## config.mk

```make
export PLATFORM = sky130hd
export DESIGN_NAME = jtag_tap_ctrl
export DESIGN_NICKNAME = d
export VERILOG_FILES = /design/src/rtl/jtag_tap_ctrl.sv
export SDC_FILE = /design/constraint.sdc
export NUM_CORES = 1
export LEC_CHECK = 0
export BUFFER_PORTS_ARGS = -buffer_cell sky130_fd_sc_hd__buf_2
export CORE_MARGIN = 4
export CORE_UTILIZATION = 35
export CTS_CLUSTER_SIZE = 14
export DETAILED_ROUTE_END_ITERATION = 8
export PLACE_DENSITY = 0.58
export SYNTH_ARGS = -nofsm -noshare
export SYNTH_HDL_FRONTEND = slang
export SYNTH_SLANG_ARGS = --single-unit
```

## constraint.sdc

```tcl
create_clock -name TCK -period 1.4 [get_ports TCK]
set_input_delay 0.14 -clock TCK [delete_from_list [all_inputs] [get_ports TCK]]
set_output_delay 0.14 -clock TCK [all_outputs]
set_load 0.05 [all_outputs]
```

## src/rtl/jtag_tap_ctrl.sv

```systemverilog
// IEEE 1149.1-style TAP controller: 16-state TAP FSM, instruction register
// (shift + update stages) and bypass register, feeding the 2:1 TDO mux.
module jtag_tap_ctrl #(
  parameter int unsigned         IR_WIDTH   = 4,
  parameter logic [IR_WIDTH-1:0] IDCODE_OP  = 4'b0001,
  parameter logic [IR_WIDTH-1:0] BYPASS_OP  = 4'b1111,
  parameter logic [IR_WIDTH-1:0] IR_CAPTURE = 4'b0101
) (
  input  logic                TCK,
  input  logic                TRST,
  input  logic                TMS,
  input  logic                TDI,
  output logic [3:0]          tap_state,
  output logic [IR_WIDTH-1:0] instr,
  output logic                ir_so,
  output logic                bypass_so,
  output logic                sel,
  output logic                shift_dr,
  output logic                capture_dr,
  output logic                update_dr,
  output logic                shift_ir,
  output logic                bypass_en
);

  typedef enum logic [3:0] {
    TLR      = 4'hF,
    RTI      = 4'hC,
    SEL_DR   = 4'h7,
    CAP_DR   = 4'h6,
    SH_DR    = 4'h2,
    EX1_DR   = 4'h1,
    PAUSE_DR = 4'h3,
    EX2_DR   = 4'h0,
    UPD_DR   = 4'h5,
    SEL_IR   = 4'h4,
    CAP_IR   = 4'hE,
    SH_IR    = 4'hA,
    EX1_IR   = 4'h9,
    PAUSE_IR = 4'hB,
    EX2_IR   = 4'h8,
    UPD_IR   = 4'hD
  } tap_state_e;

  tap_state_e          state_q, state_d;
  logic [IR_WIDTH-1:0] ir_q, ir_d;
  logic [IR_WIDTH-1:0] instr_q, instr_d;
  logic                byp_q, byp_d;

  always_ff @(posedge TCK) begin
    if (TRST) begin
      state_q <= TLR;
      ir_q    <= '0;
      instr_q <= IDCODE_OP;
      byp_q   <= 1'b0;
    end else begin
      state_q <= state_d;
      ir_q    <= ir_d;
      instr_q <= instr_d;
      byp_q   <= byp_d;
    end
  end

  always_comb begin
    state_d = state_q;
    unique case (state_q)
      TLR:      state_d = TMS ? TLR      : RTI;
      RTI:      state_d = TMS ? SEL_DR   : RTI;
      SEL_DR:   state_d = TMS ? SEL_IR   : CAP_DR;
      CAP_DR:   state_d = TMS ? EX1_DR   : SH_DR;
      SH_DR:    state_d = TMS ? EX1_DR   : SH_DR;
      EX1_DR:   state_d = TMS ? UPD_DR   : PAUSE_DR;
      PAUSE_DR: state_d = TMS ? EX2_DR   : PAUSE_DR;
      EX2_DR:   state_d = TMS ? UPD_DR   : SH_DR;
      UPD_DR:   state_d = TMS ? SEL_DR   : RTI;
      SEL_IR:   state_d = TMS ? TLR      : CAP_IR;
      CAP_IR:   state_d = TMS ? EX1_IR   : SH_IR;
      SH_IR:    state_d = TMS ? EX1_IR   : SH_IR;
      EX1_IR:   state_d = TMS ? UPD_IR   : PAUSE_IR;
      PAUSE_IR: state_d = TMS ? EX2_IR   : PAUSE_IR;
      EX2_IR:   state_d = TMS ? UPD_IR   : SH_IR;
      UPD_IR:   state_d = TMS ? SEL_DR   : RTI;
      default:  state_d = TLR;
    endcase
  end

  // Register updates are keyed on the state before the edge, so the IR
  // shift stage, active instruction and bypass bit all lag the FSM by one.
  always_comb begin
    ir_d    = ir_q;
    instr_d = instr_q;
    byp_d   = byp_q;
    unique case (state_q)
      CAP_IR:  ir_d    = IR_CAPTURE;
      SH_IR:   ir_d    = {TDI, ir_q[IR_WIDTH-1:1]};
      UPD_IR:  instr_d = ir_q;
      TLR:     instr_d = IDCODE_OP;
      CAP_DR:  byp_d   = 1'b0;
      SH_DR:   byp_d   = TDI;
      default: ;
    endcase
  end

  always_comb begin
    sel        = 1'b0;
    shift_dr   = 1'b0;
    capture_dr = 1'b0;
    update_dr  = 1'b0;
    shift_ir   = 1'b0;
    unique case (state_q)
      CAP_DR:  capture_dr = 1'b1;
      SH_DR:   shift_dr   = 1'b1;
      UPD_DR:  update_dr  = 1'b1;
      SH_IR: begin
        sel      = 1'b1;
        shift_ir = 1'b1;
      end
      SEL_IR, CAP_IR, EX1_IR, PAUSE_IR, EX2_IR, UPD_IR: sel = 1'b1;
      default: ;
    endcase
  end

  assign tap_state = state_q;
  assign instr     = instr_q;
  assign ir_so     = ir_q[0];
  assign bypass_so = byp_q;
  assign bypass_en = (instr_q == BYPASS_OP) || (instr_q == '1);

endmodule

```

==> impl_metrics.json, run 1 <==
{
  "grt_max_degree": 14,
  "required_ns": 1.26,
  "initial_core_util_pct": 37.0,
  "synth_mux_area_share_pct": 0,
  "hold_buffers": 0,
  "violations": "setup timing",
  "finalCriticalPeriod_ns": 1.43,
  "min_from": "TMS",
  "setup_viol": 1,
  "viasPerCell": 4.90,
  "grt_pass1_vias": 641,
  "path_clk_slew_ns": 0.08,
  "syn_to_final_growth_pct": 51.3,
  "timing.fmax_mhz": 700,
  "clock_latency_ns": 0.28,
  "hold_depth": 2,
  "max-slew-margin-rel_pct": 83.2,
  "leakagePower_uw": 0.000430,
  "rows": 15,
  "ys_ff_latch": 13,
  "drtIter0Drc": 13,
  "io_pins": 20,
  "dp.cells": 122,
  "fin_cells": 136,
  "syn-num-nets": 84,
  "synth-simple-area-share_pct": 36.2,
  "track_usage_pct": 14.6,
  "grt_pass1_wl_um": 2850,
  "vias": 666,
  "die_h_um": 50.7,
  "max_cap_viol_count": 0,
  "synthCells": 80,
  "ir_drop_mv": 0.626,
  "final_util_pct": 56.0,
  "dieArea_um2": 2570,
  "tightest_slew_ns": 0.254,
  "crit_chain": "nand2b_4 -> o21ai_2 -> a22o_2 -> buf_8",
  "final-max-slew-violation-count": 0,
  "fin_nets": 116,
  "crit_family": "flip-flops",
  "tritoncts": "yes",
  "startpoint_type": "register",
  "yosysSeqAreaShare_pct": 40.7,
  "dr.pass1.iters": 6,
  "r2r-start": "tap_state[2]$_SDFF_PP1_",
  "power_density_nw_per_um2": 1140,
  "arrival_ns": 1.29,
  "antenna_found_initial": 0,
  "gp_congestion": 0.736,
  "cp-end-kind": "primary output",
  "hold_path.class": "input pin to register",
  "synth_fa_ha_area_share_pct": 0,
  "cp_max_fo": 8,
  "path_depth": 4,
  "drive_gt1_share_pct": 44.1,
  "cp-startpoint": "tap_state[3]$_SDFF_PP1_",
  "cts_root_buffer": "clkbuf_4",
  "core_um2": 1730,
  "synth_top_family_by_area": "simple AND/OR/NAND/NOR gates",
  "cts.sinks": 13,
  "cts_buffers": 3,
  "die_w_um": 50.7,
  "rr_worst_depth": 4,
  "wl_per_cell_um": 12.7,
  "h-tree-depth": 1,
  "finalCritPeriodShare_pct": 102,
  "netlist_area_um2": 639,
  "ys_warn_count": 0,
  "skew_ns": 0.00247,
  "syn_avg_cell_area_um2": 7.99,
  "crit_type": "register to primary output",
  "status": "complete, but fails checks",
  "synth_cell_types": 27,
  "critical-path-max-stage-delay_ns": 0.39,
  "antenna_cells": 0,
  "synth_compound_area_share_pct": 16.8,
  "io_buffers": 19,
  "dpl_worst_slack_ns": 0.114,
  "cp_slowest_cell": "dfxtp_4",
  "drt-total-wl_um": 1720,
  "yosys.area_share.xor_xnor_pct": 0,
  "dpl.hpwl_um": 1130,
  "fin_ws_ns": -0.0289,
  "overflow": 0,
  "postRouteAntennaNets": 0,
  "clockBufferDepth": 2,
  "finalHoldViolations": 0,
  "critical_path_buf_inv_count": 1,
  "route.detailed.drc": 0,
  "rsz0062_at_grt": "true"
}
[cells in the final DEF (no fill, tap or decap), types with 4 or more instances in the layout]
master / netlist / routed
dfxtp_4: 0 / 4
nor3_1: 6 / 5
nand3_1: 4 / 4
dfxtp_1: 13 / 9
buf_4: 1 / 15
nand2_1: 10 / 9
a21oi_1: 9 / 9
buf_2: 2 / 14
[area by class of cell]
cell class,instances,area (um2)
well taps,25,31.3
flip-flops and latches,13,275
repair buffers,33,231
multi-input cells,60,399
fillers,165,759
inverters,1,3.75
clock buffers,4,26.3
[power by group]
group,internal (uW),switching (uW)
combinational,173,255
sequential,399,45.8
clock,111,124
[synth_stat cells]
cell type	n	area, um2
a22o_1	1	8.76
a21boi_0	1	7.51
and3b_1	1	8.76
nand3b_1	3	22.5
nor3_1	6	30.0
nand3_1	4	20.0
nand2b_1	3	18.8
buf_2	2	10.0
or3b_1	2	17.5
nor2b_1	2	12.5
or4_1	1	7.51
and3_1	1	6.26
clkbuf_1	2	7.51
and4_1	1	8.76
buf_4	1	7.51
or2b_1	1	7.51
dfxtp_1	13	260
a311o_1	1	10.0
nor2_1	5	18.8
o21ai_0	4	20.0
a211o_1	1	8.76
o21bai_1	1	7.51
nand2_1	10	37.5
nor3b_1	2	15.0
inv_1	1	3.75
a21oi_1	9	45.0
buf_6	1	11.3
[cells by family (layout without fill, tap and decap cells)]
family | count (synthesis) | in the layout
simple gates | 42 | 42
flops | 13 | 13
compound gates | 18 | 18
buf+inv | 7 | 38
[final timing paths]
path / to / slack, ns
worst max-delay path: sel / -0.03
worst min-delay path: tap_state[0]$_SDFF_PP1_ / 0.17
worst max register to register: tap_state[1]$_SDFF_PP1_ / 0.07
worst min register to register: instr[3]$_SDFFE_PP0P_ / 0.46
[registers in the layout, summed over array words and instances, names as in the netlist]
register,flops
instr,4
ir_q,4
tap_state,4
bypass_so,1
[layer usage]
metal	wire length, um	track usage [%]
met1	794	18.3
met2	849	23.5
met3	69	5.34
met4	11	4.04
met5	0	0
[stage by stage]
step	setup TNS, ns	total power (uW)	area, um2	hold WS [ns]
floorplan	-0.0212	717	691	0.241
global placement	0	792	811	0.446
detailed placement	0	790	811	0.440
CTS	-0.0238	1060	891	0.150
global route	-0.0888	1170	967	0.167
finish	-0.0289	1110	967	0.166
[worst register-to-register path: stages (launching register included)]
cell,delay (ns)
dfxtp_4,0.38
buf_4,0.14
or3b_1,0.15
a21oi_1,0.05
or4_1,0.49
[timing repair]
item,in CTS,in global routing
setup endpoints to repair,5,3
gates cloned,0,0
buffers inserted,3,7
pin swaps,1,2
endpoints found under the hold margin,0,0
resized for setup,9,9
Note: power is estimated with default switching activity, not from simulation.
==> run 2: changes to the inputs <==
--- a/config.mk
+++ b/config.mk
@@ -8,6 +8,7 @@
 export BUFFER_PORTS_ARGS = -buffer_cell sky130_fd_sc_hd__buf_2
 export CORE_MARGIN = 4
 export CORE_UTILIZATION = 35
+export CTS_BUF_LIST = sky130_fd_sc_hd__clkbuf_8
 export CTS_CLUSTER_SIZE = 14
 export DETAILED_ROUTE_END_ITERATION = 8
 export PLACE_DENSITY = 0.58
==> run 2 against run 1 <==
  * Non-clock buffer count shrank 5
  * Critical path type unchanged
  * Highest routed layer is now met3
  * The flow now finishes without violations
  * Critical path depth unchanged
  * Count of clock-buffer cells in the layout fell by 1
  * Die area did not move
  * Final cell count shrank 3.7%
  * Largest cell class unchanged
  * Critical endpoint unchanged
  * Final area is 3.1% lower
  * Flip-flop and latch count is the same
  * Via count is 5.1% lower
  * Routed wire length is 7.0% lower
==> impl_metrics.json, run 2 (synthesis gave the netlist of run 1 again) <==
{
  "max-slew-margin-rel_pct": 83.0,
  "fin_ws_ns": 0.0118,
  "cp-end-kind": "primary output",
  "io_buffers": 19,
  "max_cap_viol_count": 0,
  "r2r-end": "tap_state[1]$_SDFF_PP1_",
  "io_pins": 20,
  "cts_buffers": 3,
  "finalCritPeriodShare_pct": 99.2,
  "rr_worst_depth": 4,
  "wl_per_cell_um": 12.2,
  "cts.sinks": 13,
  "status": "finished, final reports clean",
  "overflow": 0,
  "grt_max_degree": 14,
  "initial_core_util_pct": 37.0,
  "gp_congestion": 0.736,
  "layout_commonest_cell": "buf_2",
  "finalHoldViolations": 0,
  "postRouteAntennaNets": 0,
  "regArea_um2": 275,
  "route.detailed.drc": 0,
  "crit_type": "register to primary output",
  "final-max-slew-violation-count": 0,
  "power_density_nw_per_um2": 1230,
  "grt_pass1_wl_um": 2660,
  "timing.fmax_mhz": 720,
  "finalCriticalPeriod_ns": 1.39,
  "multi_input_comb_area_um2": 393,
  "skew_ns": 0.00200,
  "dpl.hpwl_um": 1130,
  "vias": 632,
  "grt_pass1_vias": 606,
  "dpl_worst_slack_ns": 0.114,
  "hold_path.class": "input pin to register",
  "antenna_cells": 0,
  "cts_root_buffer": "clkbuf_8",
  "r2r-start": "tap_state[0]$_SDFF_PP1_",
  "path_clk_slew_ns": 0.05,
  "hold_depth": 2,
  "required_ns": 1.26,
  "drt-total-wl_um": 1600,
  "clock_latency_ns": 0.24,
  "setup_tns_ns": 0,
  "track_usage_pct": 13.5,
  "rows": 15,
  "arrival_ns": 1.25,
  "fin_nets": 111,
  "dieArea_um2": 2570,
  "rsz0062_at_grt": "true",
  "syn_to_final_growth_pct": 46.6,
  "startpoint_type": "register",
  "final_cell_mix": "buf_2 (15), buf_4 (11), nand2_1 (10)",
  "tightest_slew_ns": 0.254,
  "drtIter0Drc": 26,
  "h-tree-depth": 1,
  "cp_max_fo": 10,
  "antenna_found_initial": 0,
  "leakagePower_uw": 0.000421,
  "tritoncts": "yes",
  "min_to": "tap_state[0]$_SDFF_PP1_",
  "clockBufferDepth": 2,
  "min_from": "TMS",
  "setup_viol": 0,
  "core_um2": 1730,
  "die_h_um": 50.7,
  "die_w_um": 50.7,
  "viasPerCell": 4.82,
  "dr.pass1.iters": 4,
  "rrSetupSlack_ns": 0.13,
  "drive_gt1_share_pct": 39.6,
  "fillCellCount": 173,
  "ir_drop_mv": 0.662
}
[run 2: critical path, cell delays in order (launching register included)]
cell      delay [ns]
dfxtp_4         0.39
nand2b_4        0.19
nand2_1         0.07
a22o_2          0.21
buf_6           0.15
[run 2: worst max path at each step]
stage,endpoint,cells past startpoint,startpoint
after floorplan,update_dr,2,tap_state[0]$_SDFF_PP1_
after global placement,tap_state[1]$_SDFF_PP1_,3,tap_state[0]$_SDFF_PP1_
after detailed placement,sel,4,tap_state[0]$_SDFF_PP1_
after CTS,sel,4,tap_state[0]$_SDFF_PP1_
after global routing,sel,4,tap_state[0]$_SDFF_PP1_
final,sel,4,tap_state[0]$_SDFF_PP1_
[run 2: repair_timing]
item,4_1_cts,5_1_grt
hold buffers,0,0
resized for setup,7,3
setup endpoints to repair,4,2
buffers inserted,0,5
pin swaps,0,1
[run 2: per-stage QoR]
stage / total power [uW] / instance area (um2) / utilization [%] / cells / hold slack (ns)
2_1_floorplan: 717 / 691 / - / 80 / 0.241
3_5_place_dp: 790 / 811 / 47.0 / 122 / 0.440
5_1_grt: 1220 / 937 / 54.3 / 131 / 0.217
4_1_cts: 1140 / 882 / 51.1 / 126 / 0.192
3_3_place_gp: 792 / 811 / 47.0 / 122 / 0.446
6_report: 1160 / 937 / 54.3 / 131 / 0.205
[run 2: report_power, final]
part	internal [uW]	switching, uW
Clock	193	125
Combinational	149	239
Sequential	400	50.4
[run 2: final cells by class]
| cell class | instances | share of cell area, % |
|---|---|---|
| tap | 25 | 3.34 |
| timing repair buffer | 28 | 20.2 |
| clock buffer | 3 | 4.41 |
| clock inverter | 1 | 0.401 |
| sequential | 13 | 29.4 |
| inverter | 1 | 0.401 |
| multi-input combinational | 60 | 41.9 |
[run 2: metal layers]
| metal | up-vias | track usage [%] | part of all wire, % |
|---|---|---|---|
| met4 | 0 | 2.69 | 0 |
| met5 | - | 0 | 0 |
| met2 | 12 | 20.7 | 47 |
| met3 | 0 | 5.34 | 3.9 |
| met1 | 286 | 18.0 | 49 |
| li1 | 334 | - | - |
==> run 3: changes to the inputs <==
==> constraint.sdc (replaced) <==
create_clock -name TCK -period 1.42 [get_ports TCK]
set_input_delay 0.142 -clock TCK [delete_from_list [all_inputs] [get_ports TCK]]
set_output_delay 0.142 -clock TCK [all_outputs]
set_load 0.05 [all_outputs]
==> run 3 against run 2 <==
  * Final cell count increased by 0.76%
  * Largest power group unchanged
  * Critical path type unchanged
  * Critical path depth unchanged
  * Flip-flop and latch count unchanged
  * Final area decreased by 0.67%
==> impl_metrics.json, run 3 (synthesis gave the netlist of run 1 again) <==
{
  "status": "finished, final reports clean",
  "cp_slowest_cell": "dfxtp_4",
  "overflow": 0,
  "grt_max_degree": 14,
  "viasPerCell": 4.89,
  "power_density_nw_per_um2": 1230,
  "rows": 15,
  "h-tree-depth": 1,
  "final_util_pct": 53.9,
  "dp.cells": 122,
  "gp_congestion": 0.710,
  "skew_ns": 0.00745,
  "cts.sinks": 13,
  "clockBufferDepth": 2,
  "tightest_slew_ns": 0.261,
  "dr.pass1.iters": 4,
  "layout_commonest_cell": "buf_2",
  "postRouteAntennaNets": 0,
  "finalHoldViolations": 0,
  "dpl.hpwl_um": 1130,
  "die_h_um": 50.7,
  "path_clk_slew_ns": 0.06,
  "p_total_uw": 1150,
  "drive_gt1_share_pct": 40.2,
  "cp-end-kind": "primary output",
  "antenna_cells": 0,
  "ir_drop_mv": 0.578,
  "fin_ws_ns": 0.0373,
  "clock_latency_ns": 0.24,
  "finalCriticalPeriod_ns": 1.38,
  "fin_nets": 112,
  "grt_pass1_vias": 604,
  "final_cell_mix": "buf_2 (16), nand2_1 (10), buf_4 (10)",
  "core_um2": 1730,
  "crit_chain": "nand2b_4 -> buf_4 -> nor3b_4 -> buf_6",
  "startpoint_type": "register",
  "cts_buffers": 3,
  "syn_to_final_growth_pct": 45.6,
  "critical-path-max-stage-delay_ns": 0.36,
  "vias": 646,
  "initial_core_util_pct": 37.0,
  "max-slew-margin-rel_pct": 82.7,
  "dpl_worst_slack_ns": 0.121,
  "setup_tns_ns": 0,
  "drt-total-wl_um": 1600,
  "fillCellCount": 167,
  "max_cap_viol_count": 0,
  "io_buffers": 19,
  "required_ns": 1.28,
  "fin_cells": 132,
  "drtIter0Drc": 5,
  "die_w_um": 50.7,
  "dieArea_um2": 2570,
  "finalCritPeriodShare_pct": 97.4,
  "track_usage_pct": 13.7,
  "hold_buffers": 0,
  "antenna_found_initial": 0,
  "cp_max_fo": 5,
  "route.detailed.drc": 0,
  "leakagePower_uw": 0.000420,
  "io_pins": 20,
  "setup_viol": 0,
  "crit_type": "register to primary output",
  "rsz0062_at_grt": "false",
  "hold_path.class": "input pin to register",
  "final-max-slew-violation-count": 0,
  "cts_root_buffer": "clkbuf_8",
  "arrival_ns": 1.24,
  "timing.fmax_mhz": 723,
  "tritoncts": "yes",
  "grt_pass1_wl_um": 2660,
  "wl_per_cell_um": 12.1
}
## run 3: layer usage
metal  vias up  track usage, %  wire [um]
met1       288            17.1        718
met3         3            5.04         98
met4         0            5.83         19
met2        16            20.9        763
met5         -               0          0
li1        339               -          -
## run 3: worst paths after layout
path,endpoint,slack [ns],start,cells after the start
worst max-delay path,update_dr,0.04,tap_state[3]$_SDFF_PP1_,4
worst min-delay path,tap_state[0]$_SDFF_PP1_,0.22,TMS,2
worst max register to register,tap_state[1]$_SDFF_PP1_,0.22,tap_state[1]$_SDFF_PP1_,3
worst min register to register,instr[3]$_SDFFE_PP0P_,0.46,instr[3]$_SDFFE_PP0P_,2
## run 3: power breakdown
group | leakage [uW] | switching (uW) | internal (uW)
Combinational | 0.000286 | 243 | 145
Clock | 0.0000269 | 133 | 191
Sequential | 0.000107 | 39.8 | 394
Total | 0.000420 | 416 | 730
## run 3: per-stage QoR
stage / hold WS [ns] / area, um2
6_report: 0.217 / 931
5_1_grt: 0.241 / 931
4_1_cts: 0.219 / 886
3_5_place_dp: 0.454 / 808
3_3_place_gp: 0.445 / 808
2_1_floorplan: 0.243 / 688
## run 3: cell type report
type | count | area [um2] | share of cell area, %
Multi-Input combinational cell | 60 | 393 | 42.2
Sequential cell | 13 | 275 | 29.6
Timing Repair Buffer | 29 | 183 | 19.6
Clock buffer | 3 | 41.3 | 4.44
Tap cell | 25 | 31.3 | 3.36
Clock inverter | 1 | 3.75 | 0.403
Inverter | 1 | 3.75 | 0.403
## run 3: timing repair
item                                    CTS  global route
setup buffers                             1             5
gates resized for setup                   8             3
hold endpoints to repair                  0             0
pin swaps                                 0             1
endpoints found under the setup margin    4             4
## run 3: critical path: cells and delay by family (launching register included)
| family | cells | cell delay, ns |
|---|---|---|
| flops | 1 | 0.36 |
| simple gates | 2 | 0.31 |
| buf+inv | 2 | 0.33 |
